[config.mk]
export PLATFORM = sky130hd
export DESIGN_NAME = gate_vector_decoder_flat
export DESIGN_NICKNAME = d
export VERILOG_FILES = /design/src/rtl/gate_vector_decoder_pkg.sv /design/src/rtl/gate_vector_decoder_if.sv /design/src/rtl/gate_vector_check.sv /design/src/rtl/gate_vector_decoder.sv /design/src/flat_wrapper.sv
export SDC_FILE = /design/constraint.sdc
export NUM_CORES = 1
export LEC_CHECK = 0
export BUFFER_PORTS_ARGS = -buffer_cell sky130_fd_sc_hd__buf_2
export CORE_UTILIZATION = 56
export CTS_CLUSTER_DIAMETER = 150
export DETAILED_ROUTE_END_ITERATION = 12
export PLACE_DENSITY = 0.78
export SLEW_MARGIN = 20
export SYNTH_ARGS = -nofsm -noshare
export SYNTH_HDL_FRONTEND = slang
export SYNTH_SLANG_ARGS = --single-unit
[constraint.sdc]
create_clock -name clk -period 3.4 [get_ports clk]
set_input_delay 0.17 -clock clk [delete_from_list [all_inputs] [get_ports clk]]
set_output_delay 0.17 -clock clk [all_outputs]
set_load 0.01 [all_outputs]
[src/rtl/gate_vector_decoder_pkg.sv]
// Shared types and constants for the gate-vector decoder: FSM state encoding
// and the four legal 7-gate words {xnor, xor, nor, nand, or, and, not a}.
package gate_vector_decoder_pkg;

   typedef enum logic [1:0] {
      ST_IDLE  = 2'd0,
      ST_SHIFT = 2'd1,
      ST_HOLD  = 2'd2
   } state_t;

   localparam logic [6:0] W_00 = 7'h59;
   localparam logic [6:0] W_01 = 7'h2D;
   localparam logic [6:0] W_10 = 7'h2C;
   localparam logic [6:0] W_11 = 7'h46;

   localparam int GAP_W = 8;

endpackage

[src/rtl/gate_vector_decoder_if.sv]
// Serial bit input and decoded-result output of the gate-vector decoder.
// Both channels use valid/ready: a transfer happens on a rising clock edge when
// valid and ready are both 1; the source holds data and valid until that edge.
interface gate_vector_decoder_if;

   logic in_bit;
   logic in_valid;
   logic in_ready;
   logic out_valid;
   logic out_ready;
   logic out_a;
   logic out_b;
   logic out_err;

   modport master (
      output in_bit, in_valid, out_ready,
      input  in_ready, out_valid, out_a, out_b, out_err
   );

   modport slave (
      input  in_bit, in_valid, out_ready,
      output in_ready, out_valid, out_a, out_b, out_err
   );

endinterface

[src/rtl/gate_vector_check.sv]
// Combinational inverse of the 7-gate vector: legal word -> (a,b), else err
// with a=b=0.
module gate_vector_check
   import gate_vector_decoder_pkg::*;
(
   input  logic [6:0] word,
   output logic       a,
   output logic       b,
   output logic       err
);

   always_comb begin
      a   = 1'b0;
      b   = 1'b0;
      err = 1'b0;
      case (word)
         W_00: begin
            a = 1'b0;
            b = 1'b0;
         end
         W_01: b = 1'b1;
         W_10: a = 1'b1;
         W_11: begin
            a = 1'b1;
            b = 1'b1;
         end
         default: err = 1'b1;
      endcase
   end

endmodule

[src/rtl/gate_vector_decoder.sv]
// Deserializes 7-bit gate vectors (y[0] first), decodes them to (a,b) and
// holds the registered result until the consumer takes it.
module gate_vector_decoder
   import gate_vector_decoder_pkg::*;
#(
   parameter int TIMEOUT = 15,
   parameter int CNT_W   = 8
)
(
   input  logic                 clk,
   input  logic                 rst_n,
   gate_vector_decoder_if.slave bus,
   output logic [CNT_W-1:0]     err_count,
   output state_t               fsm_state
);

   localparam logic [GAP_W-1:0] GAP_LAST = GAP_W'(TIMEOUT - 1);

   state_t           state;
   state_t           state_nx;
   logic [5:0]       shift_q;
   logic [2:0]       bit_idx;
   logic [GAP_W-1:0] gap_cnt;
   logic             accept;
   logic             load;
   logic             abort_frame;
   logic             err_inc;
   logic [6:0]       word;
   logic             chk_a;
   logic             chk_b;
   logic             chk_err;

   // Bit 6 is decoded straight off the input so the result registers on its edge.
   assign word      = {bus.in_bit, shift_q};
   assign fsm_state = state;

   gate_vector_check u_check (
      .word (word),
      .a    (chk_a),
      .b    (chk_b),
      .err  (chk_err)
   );

   always_comb begin
      state_nx      = state;
      bus.in_ready  = 1'b0;
      bus.out_valid = 1'b0;
      accept        = 1'b0;
      load          = 1'b0;
      abort_frame   = 1'b0;
      case (state)
         ST_IDLE: begin
            bus.in_ready = 1'b1;
            accept       = bus.in_valid;
            if (accept) state_nx = ST_SHIFT;
         end
         ST_SHIFT: begin
            bus.in_ready = 1'b1;
            accept       = bus.in_valid;
            if (accept && bit_idx == 3'd6) begin
               load     = 1'b1;
               state_nx = ST_HOLD;
            end else if (!accept && gap_cnt == GAP_LAST) begin
               abort_frame = 1'b1;
               state_nx    = ST_IDLE;
            end
         end
         ST_HOLD: begin
            bus.out_valid = 1'b1;
            if (bus.out_ready) state_nx = ST_IDLE;
         end
         default: state_nx = ST_IDLE;
      endcase
   end

   // Illegal word and timeout are mutually exclusive, but OR them so a single
   // cycle can only ever add one.
   assign err_inc = (load && chk_err) || abort_frame;

   always_ff @(posedge clk or negedge rst_n) begin
      if (!rst_n) begin
         state       <= ST_IDLE;
         shift_q     <= '0;
         bit_idx     <= '0;
         gap_cnt     <= '0;
         bus.out_a   <= 1'b0;
         bus.out_b   <= 1'b0;
         bus.out_err <= 1'b0;
         err_count   <= '0;
      end else begin
         state <= state_nx;
         if (load) begin
            shift_q     <= '0;
            bit_idx     <= '0;
            gap_cnt     <= '0;
            bus.out_a   <= chk_a;
            bus.out_b   <= chk_b;
            bus.out_err <= chk_err;
         end else if (accept) begin
            shift_q <= {bus.in_bit, shift_q[5:1]};
            bit_idx <= bit_idx + 3'd1;
            gap_cnt <= '0;
         end else if (abort_frame) begin
            shift_q <= '0;
            bit_idx <= '0;
            gap_cnt <= '0;
         end else if (state == ST_SHIFT) begin
            gap_cnt <= gap_cnt + GAP_W'(1);
         end
         if (err_inc && err_count != {CNT_W{1'b1}}) begin
            err_count <= err_count + CNT_W'(1);
         end
      end
   end

endmodule

[src/flat_wrapper.sv]
// flat-port wrapper written by rule: the top's interface ports become plain ports
module gate_vector_decoder_flat import gate_vector_decoder_pkg::*;
#(
   parameter int TIMEOUT = 15,
   parameter int CNT_W   = 8
)
  (clk, rst_n, err_count, fsm_state, bus_in_bit, bus_in_valid, bus_out_ready, bus_in_ready, bus_out_valid, bus_out_a, bus_out_b, bus_out_err);
  gate_vector_decoder_if bus_i ();
  input  logic clk;
  input  logic rst_n;
  output logic [CNT_W-1:0] err_count;
  output state_t fsm_state;
  input wire logic [$bits(bus_i.in_bit)-1:0] bus_in_bit;
  input wire logic [$bits(bus_i.in_valid)-1:0] bus_in_valid;
  input wire logic [$bits(bus_i.out_ready)-1:0] bus_out_ready;
  output wire logic [$bits(bus_i.in_ready)-1:0] bus_in_ready;
  output wire logic [$bits(bus_i.out_valid)-1:0] bus_out_valid;
  output wire logic [$bits(bus_i.out_a)-1:0] bus_out_a;
  output wire logic [$bits(bus_i.out_b)-1:0] bus_out_b;
  output wire logic [$bits(bus_i.out_err)-1:0] bus_out_err;
  assign bus_i.in_bit = bus_in_bit;
  assign bus_i.in_valid = bus_in_valid;
  assign bus_i.out_ready = bus_out_ready;
  assign bus_in_ready = bus_i.in_ready;
  assign bus_out_valid = bus_i.out_valid;
  assign bus_out_a = bus_i.out_a;
  assign bus_out_b = bus_i.out_b;
  assign bus_out_err = bus_i.out_err;
  gate_vector_decoder #(.TIMEOUT(TIMEOUT), .CNT_W(CNT_W)) u_core (.clk(clk), .rst_n(rst_n), .bus(bus_i), .err_count(err_count), .fsm_state(fsm_state));
endmodule
==> flow_summary_export.csv <==
group,metric,value,unit
clock_network,clk_pin_slew,0.10,ns
worst_hold_path,hp-class,"input port to flip-flop",
die,core_area,0.002522,sq mm
sta,setup_viol,0,
worst_hold_path,hp-start,"bus_in_bit",
clock_network,cts_setup_buffers,0,
sta,rsz0062_at_grt,"no",
synth,synthFlopType,"dfrtp_1",
pwr,combPwrFrac,29.0,%
sta,slew_violations,0,
finish,final_cell_area,0.001703,sq mm
placement,pre_cts_slack,0.9523,ns
sta,max_slew_margin,57.43,%
die,die-area,0.002934,sq mm
die,dieHeight,54.17,um
die,die_w,54.17,um
sta,fin_setup_tns,0,ns
finish,diodes,0,
setup_path,r2r_cells,7,
synth,ys_seq_area_share,49.26,%
finish,nNetsFinal,173,
synth,syn_nets,150,
pwr,power.total,1.086,mW
setup_path,required,3.62,ns
die,num_io_pins,20,
synth,syn_area_per_cell,10.89,sq um
placement,gp_congestion,0.8060,
global_route,grt_max_degree,31,
worst_hold_path,whs_path_depth,2,
synth,synth-seq-cells,30,
drt,antenna_left,0,
setup_path,cp-startpoint,"u_core.bit_idx[0]",
clock_network,clk_latency,0.33,ns
drt,firstDrtPassIters,4,
global_route,antenna_found_initial,0,
pwr,power.share.clock,20.8,%
die,rows,18,
drt,route.vias.total,1127,
run_status,status,"complete, no violations",
setup_path,critPathMaxStageDelay,0.63,ns
clock_network,numCtsBuffers,5,
finish,fin_util,67.51,%
pwr,power_density,637.7,mW/mm^2
pwr,p_leak,0.8100,nW
sta,tightest_slew,0.6371,ns
finish,finalNonFillerCells,194,
die,start_util,60.42,%
global_route,grtUsageTotal,21.66,%
clock_network,cts_max_level,2,
global_route,overflow,0,
finish,drive_gt1_share,20.73,%
placement,dpl-instance-area,0.001619,sq mm
pwr,sw_frac_of_total,35.76,%
finish,area_delta_synth_final,11.74,%
sta,fmaxAchievable,409.0,MHz
drt,vias_per_cell,5.809,
global_route,grt_pass1_vias,1006,
clock_network,cts.sinks,30,
pwr,internal_power,0.6976,mW
sta,period_minus_slack,2.445,ns
sta,holdWs,0.08976,ns
synth,synth_edf_count,0,
setup_path,worst_setup_path_start_kind,"flip-flop",
synth,synth_cell_types,41,
drt,drt-initial-drc-count,28,
setup_path,end_kind,"flip-flop",
sta,fin_ws,0.9548,ns
job,cap_viol_max_count,0,
placement,dpl.hpwl,1.860,mm
drt,drc_errors,0,
synth,synth_warnings,0,
setup_path,crit_chain,"inv_1 > ha_1 > nand3_4 > or3_1 > o41ai_4 > nand4_1 > mux2_1",
pwr,seqPwrFrac,50.2,%
synth,syn_area,0.001524,sq mm
sta,hold_viol,0,
setup_path,critPathSlowestCell,"o41ai_4",
placement,io_buffers,19,
pwr,ir_drop,0.5338,mV
synth,async_flop_share,100.0,%
clock_network,clockRootBuffer,"clkbuf_4",
synth,syn_inst,140,
clock_network,cts_tree,"built",
sta,period_share,71.92,%
placement,post-place-cells,184,
drt,routed_wirelength,2.670,mm
pwr,switchingPower,0.3884,mW
setup_path,cp_max_fo,9,
drt,wl_per_cell,13.76,um
sta,clock_skew,0.009242,ns
setup_path,arrival,2.67,ns
setup_path,reg2reg_from,"u_core.bit_idx[0]",
setup_path,critPathKind,"flip-flop to flip-flop",
clock_network,clock_path_buffers,2,
global_route,grt_pass1_wl,4.388,mm
## power groups by stage
stage	clock network [mW]	logic, mW	registers [mW]
4_1_cts	0.233	0.317	0.544
3_5_place_dp	0	0.310	0.551
2_1_floorplan	0	0.242	0.533
3_3_place_gp	0	0.304	0.543
5_1_grt	0.245	0.360	0.563
6_report	0.226	0.315	0.545
## kinds of logic (layout without fill, tap and decap cells)
logic type | count (synthesis) | after routing | synth area share, %
muxes | 2 | 2 | 1.478
AOI/OAI and AO/OA | 30 | 30 | 16.09
xor gates and xnor gates | 10 | 10 | 5.747
DFF | 30 | 30 | 49.26
adders and majority gates | 5 | 5 | 4.105
and+or+nand+nor | 52 | 52 | 19.38
buffers and inverters | 11 | 35 | 3.941
## synth_stat cells, types with 2 or more instances
cell,n,area (sq um)
a41oi_1,3,26.28
clkbuf_1,2,7.510
nand3_1,3,15.01
nor2_1,10,37.54
xor2_1,5,43.79
or4bb_1,2,22.52
xnor2_1,5,43.79
o31ai_1,3,22.52
buf_6,2,22.52
nand2_1,12,45.04
inv_1,6,22.52
and3_1,4,25.02
nor2b_1,2,12.51
nand2b_1,3,18.77
dfrtp_1,30,750.7
nand4_1,5,31.28
a22o_1,8,70.07
o21ai_0,3,15.01
ha_1,5,62.56
a21oi_1,6,30.03
## cell usage in the layout (no fill, tap or decap), drive strengths merged, types with 2 or more instances in the layout
cell type    Yosys  routed
nand4            5       5
a22o             8       8
clkbuf           2       6
and3             5       5
mux2             2       2
o41ai            2       2
dlygate4sd3      0       2
dfrtp           30      30
nand3            4       4
o21ai            4       4
xnor2            5       5
xor2             5       5
nand2b           3       3
buf              3      19
a21oi            6       6
a41oi            3       3
nor2            10      10
o31ai            3       3
or4bb            2       2
ha               5       5
inv              6       6
nand2           12      12
nor2b            2       2
## cell type report
class | count | area (sq um)
fillers | 202 | 819.5
clock buffers | 6 | 51.30
multi-input cells | 99 | 713.2
clock inverters | 2 | 12.51
inverters | 6 | 22.52
flip-flops and latches | 30 | 750.7
well taps | 30 | 37.54
repair buffers | 21 | 115.1
## metal layers
layer  GRT usage, %  up-vias  wire length, um
met4          11.54        0               49
met3          5.932        4               99
met5              0        -                0
met1          27.74      546             1269
met2          32.93       24             1252
li1               -      553                -
## worst max-delay path: cells and delay by family, from the launching register on
kind,cells,cell delay (ns)
AO/OA/AOI/OAI,1,0.63
adder cells (fa/ha/maj),1,0.19
buffers and inverters,1,0.09
flip-flops,1,0.40
multiplexers,1,0.33
AND/OR/NAND/NOR,3,0.69
## flip-flops by register name, indices dropped and copies added, names as in the netlist
| name | cells |
|---|---|
| u_core.bus.out_b | 1 |
| u_core.bus.out_err | 1 |
| u_core.bus.out_a | 1 |
| u_core.err_count | 8 |
| u_core.shift_q | 6 |
| u_core.gap_cnt | 8 |
| u_core.fsm_state | 2 |
| u_core.bit_idx | 3 |
## repair_timing
action | CTS | global route
gates resized for setup | 0 | 0
hold endpoints to repair | 31 | 0
hold buffers | 2 | 0
## final timing paths
check,endpoint,slack [ns]
worst max-delay path,u_core.err_count[6],0.95
worst min-delay path,u_core.shift_q[5],0.09
worst max register to register,u_core.err_count[6],0.95
worst min register to register,u_core.bus.out_a,0.48
max in group asynchronous,u_core.bus.out_b,2.58
min in group asynchronous,u_core.bus.out_err,0.40
No activity file was read; power rests on OpenSTA's default activity.
